<file path="src/rtl/fetch_ctrl_pkg.sv">
// Shared definitions for the instruction fetch controller: state encodings, reset PC, alignment masks.
// Latency: n/a (definitions only).
// Backpressure: n/a (definitions only).
package fetch_ctrl_pkg;

    localparam int XLEN = 64;
    localparam int ILEN = 32;

    typedef enum logic [2:0] {
        IDLE = 3'd0,
        REQ  = 3'd1,
        WAIT = 3'd2,
        KILL = 3'd3,
        HOLD = 3'd4
    } fetch_state_t;

    localparam logic [XLEN-1:0] RESET_PC_DEFAULT = 64'h0000_0000_8000_0000;
    localparam logic [XLEN-1:0] PC_STEP          = 64'd4;
    localparam logic [XLEN-1:0] INST_ALIGN_MASK  = ~64'h3;
    localparam logic [XLEN-1:0] DWORD_ALIGN_MASK = ~64'h7;

    // Memory returns a doubleword; PC bit 2 selects which half holds the instruction.
    function automatic logic [ILEN-1:0] pick_inst(input logic [XLEN-1:0] dword, input logic upper);
        return upper ? dword[63:32] : dword[31:0];
    endfunction

endpackage

</file>
<file path="src/rtl/fetch_perf_cnt.sv">
// Fetch performance counters: accepted instructions and stalled presentation cycles, wrapping at 2^64.
// Latency: count visible the cycle after the event.
// Backpressure: none, pure observer.
module fetch_perf_cnt (
    input  logic        clk,
    input  logic        rst_n,
    input  logic        fetch_inc,
    input  logic        stall_inc,
    output logic [63:0] perf_fetch_cnt_o,
    output logic [63:0] perf_stall_cnt_o
);

    always_ff @(posedge clk or negedge rst_n) begin
        if (!rst_n) begin
            perf_fetch_cnt_o <= '0;
            perf_stall_cnt_o <= '0;
        end else begin
            if (fetch_inc) perf_fetch_cnt_o <= perf_fetch_cnt_o + 64'd1;
            if (stall_inc) perf_stall_cnt_o <= perf_stall_cnt_o + 64'd1;
        end
    end

endmodule

</file>
<file path="src/rtl/fetch_ctrl.sv">
// Instruction fetch controller, one outstanding doubleword request; FETCH_PERF_EN adds perf counters.
// Latency: grant at N, rvalid at N+1 -> inst_valid_o at N+2.
// Backpressure: holds the instruction stable until id_ready_i; redirects discard held/in-flight data.
module fetch_ctrl
    import fetch_ctrl_pkg::*;
#(
    parameter logic [XLEN-1:0] RESET_PC = RESET_PC_DEFAULT
) (
    input  logic            clk,
    input  logic            rst_n,
    input  logic            jump_en_i,
    input  logic [XLEN-1:0] jump_addr_i,
    input  logic            id_ready_i,
    output logic            inst_valid_o,
    output logic [XLEN-1:0] inst_addr_o,
    output logic [ILEN-1:0] inst_o,
`ifdef FETCH_PERF_EN
    output logic [63:0]     perf_fetch_cnt_o,
    output logic [63:0]     perf_stall_cnt_o,
`endif
    output logic            mem_req_o,
    output logic [XLEN-1:0] mem_addr_o,
    input  logic            mem_gnt_i,
    input  logic            mem_rvalid_i,
    input  logic [XLEN-1:0] mem_rdata_i
);

    fetch_state_t    state_q, state_d;
    logic [XLEN-1:0] pc_q, pc_d;
    logic [XLEN-1:0] req_pc_q;
    logic            kill_pend_q, kill_pend_d;
    logic            enter_req;
    logic            load_inst;

    always_comb begin
        state_d     = state_q;
        pc_d        = pc_q;
        kill_pend_d = kill_pend_q;
        enter_req   = 1'b0;
        load_inst   = 1'b0;
        unique case (state_q)
            IDLE: begin
                state_d   = REQ;
                enter_req = 1'b1;
            end
            REQ: begin
                if (mem_gnt_i) begin
                    if (kill_pend_q || jump_en_i) begin
                        state_d     = KILL;
                        kill_pend_d = 1'b0;
                    end else begin
                        state_d = WAIT;
                    end
                end else if (jump_en_i) begin
                    // Request must stay stable until granted; remember to drop its response.
                    kill_pend_d = 1'b1;
                end
            end
            WAIT: begin
                if (jump_en_i && mem_rvalid_i) begin
                    state_d   = REQ;
                    enter_req = 1'b1;
                end else if (jump_en_i) begin
                    state_d = KILL;
                end else if (mem_rvalid_i) begin
                    state_d   = HOLD;
                    load_inst = 1'b1;
                end
            end
            KILL: begin
                if (mem_rvalid_i) begin
                    state_d   = REQ;
                    enter_req = 1'b1;
                end
            end
            HOLD: begin
                if (jump_en_i) begin
                    state_d   = REQ;
                    enter_req = 1'b1;
                end else if (id_ready_i) begin
                    pc_d      = pc_q + PC_STEP;
                    state_d   = REQ;
                    enter_req = 1'b1;
                end
            end
            default: state_d = IDLE;
        endcase
        if (jump_en_i) pc_d = jump_addr_i & INST_ALIGN_MASK;
    end

    always_ff @(posedge clk or negedge rst_n) begin
        if (!rst_n) begin
            state_q     <= IDLE;
            pc_q        <= RESET_PC;
            req_pc_q    <= '0;
            kill_pend_q <= 1'b0;
            inst_o      <= '0;
            inst_addr_o <= '0;
        end else begin
            state_q     <= state_d;
            pc_q        <= pc_d;
            kill_pend_q <= kill_pend_d;
            if (enter_req) req_pc_q <= pc_d;
            if (load_inst) begin
                inst_o      <= pick_inst(mem_rdata_i, req_pc_q[2]);
                inst_addr_o <= req_pc_q;
            end
        end
    end

    assign mem_req_o    = (state_q == REQ);
    assign mem_addr_o   = req_pc_q & DWORD_ALIGN_MASK;
    assign inst_valid_o = (state_q == HOLD) && !jump_en_i;

`ifdef FETCH_PERF_EN
    fetch_perf_cnt u_perf (
        .clk              (clk),
        .rst_n            (rst_n),
        .fetch_inc        (inst_valid_o && id_ready_i),
        .stall_inc        (inst_valid_o && !id_ready_i),
        .perf_fetch_cnt_o (perf_fetch_cnt_o),
        .perf_stall_cnt_o (perf_stall_cnt_o)
    );
`endif

endmodule
</file>
<file path="config.mk">
export PLATFORM = sky130hd
export DESIGN_NAME = fetch_ctrl
export DESIGN_NICKNAME = d
export VERILOG_FILES = /design/src/rtl/fetch_ctrl_pkg.sv /design/src/rtl/fetch_perf_cnt.sv /design/src/rtl/fetch_ctrl.sv
export SDC_FILE = /design/constraint.sdc
export NUM_CORES = 1
export LEC_CHECK = 0
export ABC_AREA = 1
export BUFFER_PORTS_ARGS = -buffer_cell sky130_fd_sc_hd__buf_4
export CORE_MARGIN = 10
export CORE_UTILIZATION = 30
export CTS_BUF_LIST = sky130_fd_sc_hd__clkbuf_8
export CTS_CLUSTER_DIAMETER = 100
export DETAILED_ROUTE_END_ITERATION = 16
export PLACE_DENSITY = 0.52
export SETUP_SLACK_MARGIN = 0.3
export SLEW_MARGIN = 20
export SYNTH_ARGS = -nofsm -noshare
export SYNTH_HDL_FRONTEND = slang
export SYNTH_SLANG_ARGS = --single-unit
</file>
<file path="constraint.sdc">
create_clock -name clk -period 2.4 [get_ports clk]
set_input_delay 0.12 -clock clk [delete_from_list [all_inputs] [get_ports clk]]
set_output_delay 0.12 -clock clk [all_outputs]
set_load 0.01 [all_outputs]
</file>
==> results by stage <==
Run status:
- The run finished with clean final reports.

Worst setup path:
- STA puts the critical path data required time at 2880 ps.
- The worst setup path is captured at a flip-flop.
- The type of the worst setup path is reg -> reg.
- Along the worst path, the maximum fanout reaches 4.
- The worst setup path is launched from a flip-flop.
- For the worst setup path, the data arrival time is 2460 ps.

Drt:
- The detailed router's first-iteration violation count is 741.
- After detailed routing, the number of vias per cell comes to 4.65.
- The via count is 11500.
- The count of nets left with antenna violations once routing finished came out at 0.
- The number of optimization iterations in the first detailed-route pass is 5.
- The total detailed-routing wirelength is 44200 µm.
- The routed wire length per instance is 17.8 µm.
- For this run, design rule violations remaining after detail routing come to 0.

Power:
- The combinational cell fraction of total power is 0.388.
- The maximum ir drop on the vdd rail is 0.441 mV.
- The switching fraction of total power is 0.379.
- The analysis attributes to cell leakage a power of 8.07 nW.
- Power spread over the standard cell area amounts to 998 nW/µm².
- The part of the total power dissipated in the clock network is 0.234.
- The design internal power is 10.4 mW.
- The share of total power dissipated in sequential elements is 0.378.
- For this design the total switching power over the nets is 6.33 mW.

Timing:
- Of the available clock period, the critical path in the final layout requires 0.827.
- Timing would allow up to 0.504 GHz.
- Hold timing on the final database bottoms out at a slack of 37.5 ps.
- The number of failing hold endpoints at the final stage is 0.
- Across the routed clock network, the largest skew measured is 24.9 ps.
- The slew at the pin closest to its max-slew limit is 1000 ps.
- Setup violations remaining at the end of the flow were counted as 0.
- The aggregate negative setup slack is 0 ps.
- The final count of pins violating max slew came to 0.
- In this run the tightest slew margin relative to its limit is 0.329.
- Setup repair after global routing could not meet its margin everywhere.
- The time the worst path needs with I/O delays and setup is 1980 ps.

Synthesis:
- Counting flops with an async set or reset pin after synthesis yields a share of 1.00.
- Yosys attributes the largest share of cell area to dfrtp_1, nand2_1, nor2_1.
- The yosys synthesis warning count is 0.
- The number of unique standard cell types used by synthesis is 45.
- After synthesis, the mean cell area works out to 7.67 µm².
- The cell area after synthesis is 11800 µm².
- Among all flip-flop cells after synthesis, the most frequent one is dfrtp_1.
- Synthesis handed over a netlist of 1543 instances.
- The number of synthesized flops with an enable pin is 0.
- The biggest area contributor in the post-synthesis netlist is dfrtp_1.
- Synthesis inferred 228 register bits.
- Of the post-synthesis cell area, the dominant cell type holds 0.480.
- The fraction of the yosys area taken by sequential cells is 0.482.

Final layout:
- The final cell count without fillers is 2481.
- The number of nets in the layout is 2063.
- The area growth from synthesis to layout is 41.4%.
- The number of fill cells is 3907.
- The share of final-layout standard cells stronger than drive strength 1 is 0.258.

Job:
- The tool flagged a number of max-cap violations equal to 0.

Global route:
- The global routing usage summed across all routing layers is 0.182.
- The largest net degree at the start of global routing is 104.
- The initial antenna violation count is 1.
- The via count of the first global-routing pass came to 11900.
- The global-route wire length before repair is 69000 µm.
- After global routing the overflow that remains totals 0.

Clock tree:
- The tree is rooted in a clkbuf_8.
- The clock latency on the worst-skew pair is 600 ps.
- For this design, the sink count on the clock tree is 228.
- The maximum clock insertion buffer count is 3.
- Clock-pin slew was measured on the worst setup and hold paths at 60 ps.
- The TritonCTS clock tree is yes.
- The number of H-tree levels is 2.
- The CTS buffer count is 44.

Worst hold path:
- The path class of the tightest hold or removal check is in -> async.

Floorplanning:
- The number of placed I/O pins is 296.
- In this run the standard cell core region covers 38800 µm².
- The floorplan has 72 rows.
- The floorplan step defined a die boundary enclosing 47800 µm².
- The floorplan die width is 219 µm.
- The die outline height is 219 µm.
- The initial standard-cell utilization of the core is 0.305.

Placed design:
- After legalization and detailed placement, the total HPWL measured 31800 µm.
- The number of placed cells counting well taps is 2249.
- The count of buffers added on input and output ports is 290.
- The congestion estimate from routability-driven global placement came to 0.926.
cell families (layout without fill, tap and decap cells):
| kind of cell | count (synthesis) | count (layout) | synth area share |
|---|---|---|---|
| DFF | 228 | 228 | 0.482 |
| AOI/OAI and AO/OA | 152 | 152 | 0.0773 |
| other | 1 | 4 | 0.000317 |
| and+or+nand+nor | 926 | 926 | 0.334 |
| adders and majority gates | 1 | 1 | 0.00106 |
| buffers and inverters | 221 | 638 | 0.0944 |
| xor gates and xnor gates | 14 | 14 | 0.0104 |
Yosys cell counts (all sizes together) (2+ instances only):
master and instances:
xor2 10, o21a 4, dfrtp 227, xnor2 4, and2 11, o21bai 7, o211ai 5, nor3 7
o21ai 74, nand2 561, nor4 2, or2 30, inv 95, a21oi 5, a21boi 17, nand4 20
nand3 109, nand3b 8, clkbuf 30, buf 95, nor2 176, a31oi 38
power by group through the flow:
stage                     sequential (mW)  combinational, mW  clock, mW
after floorplan                      6.39               3.45          0
after global placement               6.31               6.28          0
after detailed placement             6.35               6.33          0
after CTS                            6.31               6.56       4.06
after global routing                 6.49               7.25       4.26
final                                6.31               6.48       3.90
timing repair:
| action | in CTS | in global routing |
|---|---|---|
| gates resized for setup | 5 | 56 |
| cloned | 0 | 0 |
| hold buffers | 131 | 0 |
| pin swaps | 3 | 17 |
| hold endpoints to repair | 388 | 0 |
| endpoints found under the setup margin | 13 | 65 |
| setup buffers | 5 | 15 |
metrics by stage:
step	instance area [µm²]	util	power [mW]	worst slack [ps]
after floorplan	11800	-	9.84	731
after global placement	14200	0.365	12.6	266
after detailed placement	14200	0.365	12.7	222
after CTS	16400	0.423	16.9	247
after global routing	16700	0.431	18.0	265
final	16700	0.431	16.7	416
flip-flops by register name, summed over array words and instances (netlist names):
name / count
kill_pend_q: 1
inst_o: 32
req_pc_q: 64
inst_addr_o: 64
state_q: 3
pc_q: 64
cell type report:
type	count	area [µm²]	share of cell area
antenna	1	2.50	0.000150
clock buffer	58	798	0.0477
clock inverter	22	96.3	0.00576
inverter	96	363	0.0217
multi-input combinational	1096	5220	0.312
sequential	228	5710	0.342
tap	518	648	0.0388
timing repair buffer	462	3890	0.232
path summary, 6_finish.rpt:
check	from	endpoint	slack, ps	depth (start not counted)
max in group asynchronous	rst_n	inst_o[7]	1580	3
min in group clk	id_ready_i	pc_q[58]	110	6
setup reg to reg	state_q[2]	state_q[0]	420	9
hold reg to reg	inst_addr_o[37]	inst_addr_o[37]	470	2
setup / recovery	state_q[2]	state_q[0]	420	9
hold / removal	rst_n	inst_o[17]	40	2
worst max-delay path: stages (launching register included):
cell           delay, ps
dfrtp_2              450
inv_1                 80
nand2_1               80
nor2_1               130
nand2_1              130
a21oi_2              160
nor3_1                60
o21ai_0               90
o211ai_1             110
dlygate4sd3_1        570
layout by cell type (no fill, tap or decap), types with 2 or more instances in the layout:
cell type and n:
nand2_1 550, buf_4 322, dfrtp_1 221, nor2_1 131, dlygate4sd3_1 131, inv_1 106, nand3_1 104, clkbuf_8 58
o21ai_0 56, a31oi_1 37, or2_2 29, nor2_2 23, nor2_4 22, nand4_1 20, o21ai_1 13, and2_1 11
xor2_1 10, a21boi_0 9, a21boi_1 8, nand3b_1 8, o21bai_1 7, nor3_1 6, nand2_4 6, dfrtp_2 6
buf_12 6, nand2_2 5, o21ai_2 5, inv_2 5, o211ai_1 5, nand3_2 4, o21a_1 4, xnor2_1 4
a21oi_1 4, conb_1 3, clkinvlp_4 3, nor4_1 2, clkinv_2 2, buf_6 2
routing by layer:
layer	vias to the layer above	part of all wire	wire, µm	global-route usage
met5	-	0	0	0
met2	373	0.48	21100	0.304
li1	5620	-	-	-
met4	0	0.022	977	0.0537
met1	5466	0.43	19200	0.229
met3	68	0.065	2890	0.0427
Power figures use the tool's default switching activity.
